<file path="src/rtl/bus_mailbox_device.sv">
// Bus mailbox device: a self-decoded 16-byte register window that fronts a
// TX FIFO (host to peripheral) and an RX FIFO (peripheral to host).
// Ports:
//   clk, rst_n                   clock, asynchronous active-low reset
//   address, data_write,         bus request from the hub
//   write_mask, ren, wen
//   data_read, ready             registered response (data is 0 unless ready)
//   active                       combinational window decode back to the hub
//   tx_valid, tx_data, tx_pop    TX FIFO head and consume strobe
//   rx_push, rx_data, rx_full    RX FIFO push side
//   irq                          registered interrupt
module bus_mailbox_device #(
    parameter logic [31:0] BASE_ADDR   = 32'h0001_0000,
    parameter int unsigned DEPTH       = 16,
    parameter int unsigned WAIT_STATES = 1
) (
    input  logic        clk,
    input  logic        rst_n,
    input  logic [31:0] address,
    input  logic [31:0] data_write,
    input  logic [3:0]  write_mask,
    input  logic        ren,
    input  logic        wen,
    output logic [31:0] data_read,
    output logic        ready,
    output logic        active,
    output logic        tx_valid,
    output logic [31:0] tx_data,
    input  logic        tx_pop,
    input  logic        rx_push,
    input  logic [31:0] rx_data,
    output logic        rx_full,
    output logic        irq
);

    localparam int unsigned AW = $clog2(DEPTH);
    localparam int unsigned CW = AW + 1;
    localparam logic [3:0]  WS_LAST = 4'(WAIT_STATES == 0 ? 0 : WAIT_STATES - 1);

    typedef enum logic [1:0] {IDLE, WAIT, RESP} state_t;

    state_t        state, state_next;
    logic [3:0]    wait_cnt;
    logic [1:0]    off_q;
    logic [31:0]   wdata_q;
    logic [3:0]    mask_q;
    logic          write_q;
    logic [2:0]    ctrl;
    logic          tx_ovf, rx_unf, rx_ovf;

    logic          req, commit;
    logic [1:0]    t_off;
    logic [31:0]   t_wdata, t_wdata_m, rdata_c, status;
    logic [3:0]    t_mask;
    logic          t_write;

    logic [31:0]   tx_mem [DEPTH];
    logic [31:0]   rx_mem [DEPTH];
    logic [CW-1:0] tx_wr, tx_rd, rx_wr, rx_rd, tx_count, rx_count;
    logic          tx_full, tx_empty, rx_empty;
    logic          tx_push_req, tx_push, tx_pop_eff, tx_ovf_set;
    logic          rx_rd_req, rx_pop, rx_unf_set, rx_push_ok, rx_ovf_set;
    logic          sts_wr, ctrl_wr;
    logic          unused_addr;

    assign unused_addr = ^address[1:0];
    assign active      = (address[31:4] == BASE_ADDR[31:4]);
    assign req         = ren | wen;

    // In IDLE the transaction is taken from the live bus so WAIT_STATES=0 works
    assign t_off   = (state == IDLE) ? address[3:2] : off_q;
    assign t_wdata = (state == IDLE) ? data_write   : wdata_q;
    assign t_mask  = (state == IDLE) ? write_mask   : mask_q;
    assign t_write = (state == IDLE) ? wen          : write_q;

    // Side effects happen on the single edge that enters RESP
    assign commit = (state_next == RESP);

    // FSM state register
    always_ff @(posedge clk or negedge rst_n) begin
        if (!rst_n) state <= IDLE;
        else        state <= state_next;
    end

    // FSM next state
    always_comb begin
        state_next = state;
        case (state)
            IDLE: if (req && active) state_next = (WAIT_STATES == 0) ? RESP : WAIT;
            WAIT: begin
                if (!req)                      state_next = IDLE;
                else if (wait_cnt == WS_LAST)  state_next = RESP;
            end
            RESP:    state_next = IDLE;
            default: state_next = IDLE;
        endcase
    end

    // Wait counter and request capture
    always_ff @(posedge clk or negedge rst_n) begin
        if (!rst_n) begin
            wait_cnt <= '0;
            off_q    <= '0;
            wdata_q  <= '0;
            mask_q   <= '0;
            write_q  <= 1'b0;
        end else begin
            wait_cnt <= (state == WAIT) ? wait_cnt + 4'd1 : 4'd0;
            if (state == IDLE && req && active) begin
                off_q   <= address[3:2];
                wdata_q <= data_write;
                mask_q  <= write_mask;
                write_q <= wen;
            end
        end
    end

    // Masked-off bytes are stored as zero
    always_comb begin
        t_wdata_m = '0;
        for (int i = 0; i < 4; i++)
            if (t_mask[i]) t_wdata_m[8*i +: 8] = t_wdata[8*i +: 8];
    end

    assign tx_count = tx_wr - tx_rd;
    assign rx_count = rx_wr - rx_rd;
    assign tx_empty = (tx_count == '0);
    assign rx_empty = (rx_count == '0);
    assign tx_full  = (tx_count == CW'(DEPTH));
    assign rx_full  = (rx_count == CW'(DEPTH));
    assign tx_valid = ~tx_empty;
    assign tx_data  = tx_mem[tx_rd[AW-1:0]];

    // A pop in the same cycle frees a slot for a push into a full FIFO
    assign tx_pop_eff  = tx_pop & ~tx_empty;
    assign tx_push_req = commit & t_write & (t_off == 2'd0) & (|t_mask);
    assign tx_push     = tx_push_req & (~tx_full | tx_pop_eff);
    assign tx_ovf_set  = tx_push_req & tx_full & ~tx_pop_eff;

    assign rx_rd_req   = commit & ~t_write & (t_off == 2'd1);
    assign rx_pop      = rx_rd_req & ~rx_empty;
    assign rx_unf_set  = rx_rd_req & rx_empty;
    assign rx_push_ok  = rx_push & (~rx_full | rx_pop);
    assign rx_ovf_set  = rx_push & rx_full & ~rx_pop;

    assign sts_wr  = commit & t_write & (t_off == 2'd2) & t_mask[0];
    assign ctrl_wr = commit & t_write & (t_off == 2'd3) & t_mask[0];

    assign status = {8'h00, 8'(rx_count), 8'(tx_count), 1'b0,
                     rx_ovf, rx_unf, tx_ovf, rx_empty, rx_full, tx_empty, tx_full};

    // Read data mux
    always_comb begin
        rdata_c = '0;
        case (t_off)
            2'd1:    rdata_c = rx_empty ? 32'h0 : rx_mem[rx_rd[AW-1:0]];
            2'd2:    rdata_c = status;
            2'd3:    rdata_c = {29'h0, ctrl};
            default: rdata_c = '0;
        endcase
    end

    // FIFO storage (no reset needed; pointers define validity)
    always_ff @(posedge clk) begin
        if (tx_push)    tx_mem[tx_wr[AW-1:0]] <= t_wdata_m;
        if (rx_push_ok) rx_mem[rx_wr[AW-1:0]] <= rx_data;
    end

    // Pointers, flags, control and response registers
    always_ff @(posedge clk or negedge rst_n) begin
        if (!rst_n) begin
            tx_wr     <= '0;
            tx_rd     <= '0;
            rx_wr     <= '0;
            rx_rd     <= '0;
            tx_ovf    <= 1'b0;
            rx_unf    <= 1'b0;
            rx_ovf    <= 1'b0;
            ctrl      <= '0;
            data_read <= '0;
            ready     <= 1'b0;
            irq       <= 1'b0;
        end else begin
            if (tx_push)    tx_wr <= tx_wr + CW'(1);
            if (tx_pop_eff) tx_rd <= tx_rd + CW'(1);
            if (rx_push_ok) rx_wr <= rx_wr + CW'(1);
            if (rx_pop)     rx_rd <= rx_rd + CW'(1);
            // A new error in the same cycle as a clear wins
            tx_ovf <= tx_ovf_set | (tx_ovf & ~(sts_wr & t_wdata[4]));
            rx_unf <= rx_unf_set | (rx_unf & ~(sts_wr & t_wdata[5]));
            rx_ovf <= rx_ovf_set | (rx_ovf & ~(sts_wr & t_wdata[6]));
            if (ctrl_wr) ctrl <= t_wdata[2:0];
            ready     <= commit;
            data_read <= (commit && !t_write) ? rdata_c : 32'h0;
            irq       <= (ctrl[0] & ~rx_empty) | (ctrl[1] & tx_empty) |
                         (ctrl[2] & (tx_ovf | rx_unf | rx_ovf));
        end
    end

endmodule

</file>
<file path="config.mk">
export PLATFORM = sky130hd
export DESIGN_NAME = bus_mailbox_device
export DESIGN_NICKNAME = d
export VERILOG_FILES = /design/src/rtl/bus_mailbox_device.sv
export SDC_FILE = /design/constraint.sdc
export NUM_CORES = 1
export LEC_CHECK = 0
export CAP_MARGIN = 20
export CORE_ASPECT_RATIO = 0.7
export CORE_MARGIN = 2
export CORE_UTILIZATION = 51
export CTS_CLUSTER_DIAMETER = 200
export DETAILED_ROUTE_END_ITERATION = 6
export GPL_TIMING_DRIVEN = 0
export HOLD_SLACK_MARGIN = 0.06
export MAX_ROUTING_LAYER = met4
export PLACE_DENSITY = 0.71
export SLEW_MARGIN = 20
export SYNTH_ARGS = -nofsm -noshare
export SYNTH_HDL_FRONTEND = slang
export SYNTH_SLANG_ARGS = --single-unit
export TNS_END_PERCENT = 100
</file>
<file path="constraint.sdc">
create_clock -name clk -period 9.85 [get_ports clk]
set_input_delay 2.4625 -clock clk [delete_from_list [all_inputs] [get_ports clk]]
set_output_delay 2.4625 -clock clk [all_outputs]
set_load 0.1 [all_outputs]
</file>
# Yosys cells after proc, flatten, opt, wreduce, memory -nomap -nowiden
# Memories as Yosys holds them, arrays and structs flattened.
# Cells that the tools add are included.
word_totals:
  ff_bits: 105
  ramBits: 1024
  in_bits: 106
  out_inout_bits: 69
  word_cells: 112
  mem_count: 2
memory_table:
  columns: ["name", "depth", "width", "read_ports", "rd_clocked_by_memory_dff", "write_ports", "line", "text"]
  rows:
  - ["rx_mem", 16, 32, 1, 0, 1, "58", "logic [31:0] rx_mem [DEPTH];"]
  - ["tx_mem", 16, 32, 1, 0, 1, "57", "logic [31:0] tx_mem [DEPTH];"]
classes:
  n_addsub: 7
  eq_ne: 8
  mux: 20
  bitwise_logic: 47
  n_reduce_logical: 11
op_table:
  columns: ["cell", "n"]
  rows:
  - ["$mux W32", 3]
  - ["$pmux W32 S3", 1]
  - ["$mux W8", 4]
  - ["$eq A28 B13 Y1 const B", 1]
  - ["$and A1 B1 Y1", 27]
  - ["$add A5 B1 Y5 const B", 4]
  - ["$eq A5 B5 Y1 const B", 2]
  - ["$logic_not A5 Y1", 2]
  - ["$not A1 Y1", 10]
  - ["$or A1 B1 Y1", 10]
  - ["$sub A5 B5 Y5", 2]
  - ["$mux W2", 4]
  - ["$mux W4", 2]
  - ["$eq A2 B2 Y1 const B", 3]
  - ["$mux W1", 5]
  - ["$add A4 B1 Y4 const B", 1]
  - ["$eq A2 B1 Y1 const B", 2]
  - ["$logic_and A1 B1 Y1", 4]
  - ["$logic_not A2 Y1", 2]
  - ["$logic_not A4 Y1", 1]
  - ["$pmux W2 S2", 1]
  - ["$reduce_or A4 Y1", 1]
  - ["$logic_not A1 Y1", 1]

# Logic depth before layout (Yosys ltp)
logic_depth:
  depth_word: 12
  mapped_depth: 12
  depth_no_buf: 10

# Worst setup path after synthesis
# OpenSTA, ideal clock, no wires.
synth_timing:
  kind: "input port to flip-flop"
  start: "input port write_mask[1]"
  end: "memory tx_mem[3][0], enable pin"
  setup_time_ps: 513
  arrival_ps: 6846
  required_ps: 9337
  path_slack_ps: 2491
  cell_stages: 5
  n_path_buf: 1
  cell_sequence: "clkbuf_1 -> o41ai_1 -> a2111o_1 -> nand2b_1 -> nor4b_1"
synth_via:
  elab_chain_len: 6
synth_rtl:
  columns: ["item", "line", "text"]
  rows:
  - ["start: declaration", "21", "input logic [3:0] write_mask,"]
  - ["$mux W4", "73", "assign t_mask = (state == IDLE) ? write_mask : mask_q;"]
  - ["$reduce_or A4 Y1", "136", "assign tx_push_req = commit & t_write & (t_off == 2'd0) & (|t_mask);"]
  - ["$and A1 B1 Y1", "136", null]
  - ["$and A1 B1 Y1", "137", "assign tx_push = tx_push_req & (~tx_full | tx_pop_eff);"]
  - ["$mux W1", "165", "if (tx_push) tx_mem[tx_wr[AW-1:0]] <= t_wdata_m;"]
  - ["$mux W1 (implied by the code)", "165", null]
  - ["end: declaration", "57", null]
# Every way passes these cells.

# Worst setup path after layout
layout_timing:
  start: "register tx_rd[1]"
  end: "output port tx_valid"
layout_via:
  elab_chain_len: 3
layout_rtl:
  columns: ["item", "line", "text"]
  rows:
  - ["start: declaration", "59", "logic [CW-1:0] tx_wr, tx_rd, rx_wr, rx_rd, tx_count, rx_count;"]
  - ["start signal: assignment", "185", "if (tx_pop_eff) tx_rd <= tx_rd + CW'(1);"]
  - ["$sub A5 B5 Y5", "125", "assign tx_count = tx_wr - tx_rd;"]
  - ["$logic_not A5 Y1", "127", "assign tx_empty = (tx_count == '0);"]
  - ["$not A1 Y1", "131", "assign tx_valid = ~tx_empty;"]
  - ["end: declaration", "27", "output logic tx_valid,"]
# Every way passes these cells.

==> impl_summary.md <==
Status
The run finished with clean final reports.

Placement
Port buffering added 169 buffers. At the end of routability-driven placement, the weighted congestion stood at 0.845. The post-DP HPWL is 67.5 mm.

Die
The die is 249 um tall. The full die area is 0.0883 mm2. Pin placement for this block handled 175 I/O pins. The core region is 0.0846 mm2. For this configuration, the core starts out at a cell density of 51.8%. The width of the die is 354 um.

The standard-cell row count is 89.

Setup path
The capture point of the worst path is tx_valid. The family of cells with the greatest summed delay on the critical path is buffers and inverters. The internal reg-to-reg setup slack is 4.73 ns.

Traced cell by cell, the critical path runs through clkbuf_1 -> clkbuf_1 -> clkbuf_1 -> inv_1 -> fa_1 -> a21o_1 -> a21oi_1 -> xnor2_1 -> or3_1 -> clkdlybuf4s50_1. The worst setup path is captured at an output port. The cell depth of the worst flop-to-flop path is 13. On the worst path, the slowest cell contributes a delay of 1.26 ns. At the worst endpoint, the arrival time is 5.45 ns. The cell with the largest stage delay on the worst path is sky130_fd_sc_hd__clkdlybuf4s50_1.

The worst setup path is launched from a flip-flop. The required time of the worst setup path is 7.39 ns. The type of the setup path with the least slack is reg2out. In this design, the critical path's most frequently occurring cell is sky130_fd_sc_hd__clkbuf_1. The worst register-to-register path ends at tx_mem[3][10]. The reg-to-reg startpoint is tx_rd[1]. Along the worst path, the maximum fanout reaches 10. The sum of buffers and inverters on the critical path is 5. The number of gates on the worst path with buffers counted is 10. The origin of the worst setup path is tx_rd[1].

CTS
After clock tree synthesis, the clock-pin slew on the worst setup and hold paths is 0.06 ns. The clock reaches the later pin of the worst-skew pair after 0.68 ns. In this run, CTS created clock tree buffers numbering 104. In this run the post-CTS setup repair buffer count came out at 0. The post-cts hold buffer count is 0. The cell sitting at the root of the clock tree is a sky130_fd_sc_hd__clkbuf_16. The number of buffers between clock root and the deepest sink is 3. TritonCTS built the clock tree. Gates resized during post-CTS repair numbered 0. Counting every sink on the clock net gives 1129. The H-tree was split into 3 levels.

STA
Setup violations remaining at the end of the flow were counted as 0. In the finished design, the share of the clock period the worst path needs comes to 80.3%. Static timing analysis puts the maximum clock frequency at 126 MHz.

Setup repair after global routing left no endpoint under its margin. Between clock sinks in the finished design, the worst skew comes to 0.0310 ns. The clock period could shrink to 7.91 ns. The setup TNS is 0 ns. For the pin with the worst max-slew slack, the measured transition is 1.12 ns. The remaining max-slew budget at the tightest pin is 25.4%. The count of endpoints failing hold in the final timing report is 0. The total count of max-transition violations in the final report is 0.

Route
The final antenna-violating net count is 0. The average wire per standard cell is 29.8 um. Summed over all layers, the routed wires come to 106 mm. The count of vias placed by the detailed router is 22337.

The number of search-and-repair iterations in the first detailed-routing pass is 6. The DRC violations left is 0. After detailed routing, the number of vias per cell comes to 6.25. The number of DRC violations after detailed-routing iteration 0 is 2969.

Power
The clock power share is 33.0%. The internal power of the cells totals 8890 uW. The peak ir drop on the vdd network is 0.173 mV. In this run the static leakage power is 0.0166 uW. The combinational share of power is 23.1%. The net switching power of the design is 3710 uW. The fraction of power spent switching nets is 29.4%.

The total power divided by cell area is 245 mW/mm2. Of the total power, registers draw 43.9%.

GRT
Global routing used 25.0% of the available tracks. The via count of the first global-routing pass is 22601. The total overflow reported by the global router is 0. The initial antenna violation count was 8. The first-pass GRT wire length is 154 mm. Entering global routing, the biggest net connects 76 pins.

Final layout
The fraction of final layout cells with drive strength greater than 1 is 27.1%. In the layout the commonest cells are sky130_fd_sc_hd__edfxtp_1, sky130_fd_sc_hd__mux4_2, sky130_fd_sc_hd__clkdlybuf4s50_1. The final standard cell utilization of the core is 60.7%.

At the end of the flow, the number of nets in the layout was 2470. The most frequent standard cell in the layout excluding fill and tap cells is sky130_fd_sc_hd__edfxtp_1. Compared with the post-synthesis result, the final layout area differs by 17.3%.

Yosys
Synthesis produced a netlist with a net count of 2133. The cell area that synthesis handed to floorplanning was 0.0438 mm2. The most used flip-flop cell after synthesis is sky130_fd_sc_hd__edfxtp_1. The area share of fa/ha/maj cells after synthesis is 0.663%. After Yosys synthesis, XOR and XNOR cells account for 0.560% of the synthesized area. The netlist uses 53 different library cells. After synthesis, the share of flip-flops with an asynchronous set or reset is 9.30%.

During synthesis, Yosys emitted a total of 0 warnings. The mux contribution to synthesized area is 17.3%. In this run, synthesis produced a sequential element count of 1129. The number of enable-type register cells in the synthesized netlist is 1024.

The proportion of synthesized chip area in sequential cells is 76.2%. Of the total synthesized cell area, the portion taken by AND, OR, NAND and NOR gates is 3.01%. By area, the combinational part of the netlist is dominated by multiplexers. The synthesized instance count is 2005. The area fraction in compound gates after synthesis is 1.03%. Each instance of the synthesized netlist takes up on average 21.8 um2.

Min path
The class of the most critical hold timing path is reg2reg.

Flow run
The number of violations of the max-capacitance limit is 0.
[how the worst min path moves through the flow]
| stage | startpoint | endpoint | slack [ns] | cells past startpoint |
|---|---|---|---|---|
| final | rx_wr[4] | rx_wr[4] | 0.50 | 1 |
| after global placement | wait_cnt[0] | wait_cnt[0] | 0.47 | 1 |
| after floorplan | wait_cnt[0] | wait_cnt[0] | 0.45 | 1 |
| after global routing | wdata_q[21] | wdata_q[21] | 0.52 | 1 |
| after detailed placement | rx_wr[4] | rx_wr[4] | 0.48 | 1 |
| after CTS | rx_wr[4] | rx_wr[4] | 0.49 | 1 |
[power groups by stage]
stage	combinational, uW	clock (uW)	sequential, uW
final	2910	4150	5530
after global routing	3040	4380	5540
after CTS	2930	4190	5530
after detailed placement	2920	0	5630
after global placement	2820	0	5640
after floorplan	2060	0	5610
[layout make-up]
class,instances,area (um2)
Antenna cell,4,10.0
Tap cell,1137,1420
Fill cell,5732,33200
Clock inverter,53,634
Buffer,104,458
Clock buffer,142,2910
Inverter,26,97.6
Multi-Input combinational cell,746,10000
Sequential cell,1129,33400
Timing Repair Buffer,231,2470
[registers in the layout, summed over array words and instances, names as in the netlist, 2 cells and up]
name,flops
rx_rd,5
off_q,2
ctrl,3
state,2
tx_mem,512
tx_rd,5
rx_wr,5
wait_cnt,4
tx_wr,5
wdata_q,32
data_read,32
mask_q,4
rx_mem,512
[cell families (layout without fill, tap and decap cells)]
logic type | Yosys count | after routing
xor gates and xnor gates | 28 | 28
adders and majority gates | 22 | 22
muxes | 364 | 364
other | 0 | 4
DFF | 1129 | 1129
buffers and inverters | 130 | 556
and+or+nand+nor | 263 | 263
AOI/OAI and AO/OA | 69 | 69
[synthesized netlist by cell type, drive strengths merged (5+ instances only)]
cell / n / area [um2]
a21oi: 17 / 85.1
a31oi: 5 / 31.3
a32o: 5 / 50.1
and3: 22 / 138
buf: 57 / 274
clkbuf: 47 / 176
dfrtp: 105 / 2630
edfxtp: 1024 / 30700
ha: 20 / 250
inv: 26 / 97.6
mux2: 43 / 484
mux2i: 12 / 133
mux4: 309 / 6960
nand2: 81 / 304
nand2b: 6 / 37.5
nand3: 68 / 340
nor2: 27 / 104
nor2b: 19 / 119
nor3: 7 / 35.0
nor4: 8 / 56.3
o21ai: 18 / 90.1
o22ai: 9 / 56.3
xnor2: 18 / 158
xor2: 10 / 87.6
[metrics by stage]
step	hold slack (ns)	power, uW	instance area (um2)	setup WS, ns	instances
3_5_place_dp	0.484	8540	47800	2.41	3373
2_1_floorplan	0.452	7670	43800	2.49	2005
4_1_cts	0.495	12600	51400	1.97	3568
5_1_grt	0.523	13000	51400	1.70	3571
6_report	0.499	12600	51400	1.94	3572
3_3_place_gp	0.465	8450	46900	-2.68	3311
[per-layer routing]
| metal | share of wire, % | GRT usage, % |
|---|---|---|
| met4 | 2.3 | 6.39 |
| met2 | 47 | 36.9 |
| met1 | 41 | 36.5 |
| met5 | 0 | - |
| met3 | 10 | 4.75 |
Note: power is estimated with default switching activity, not from simulation.
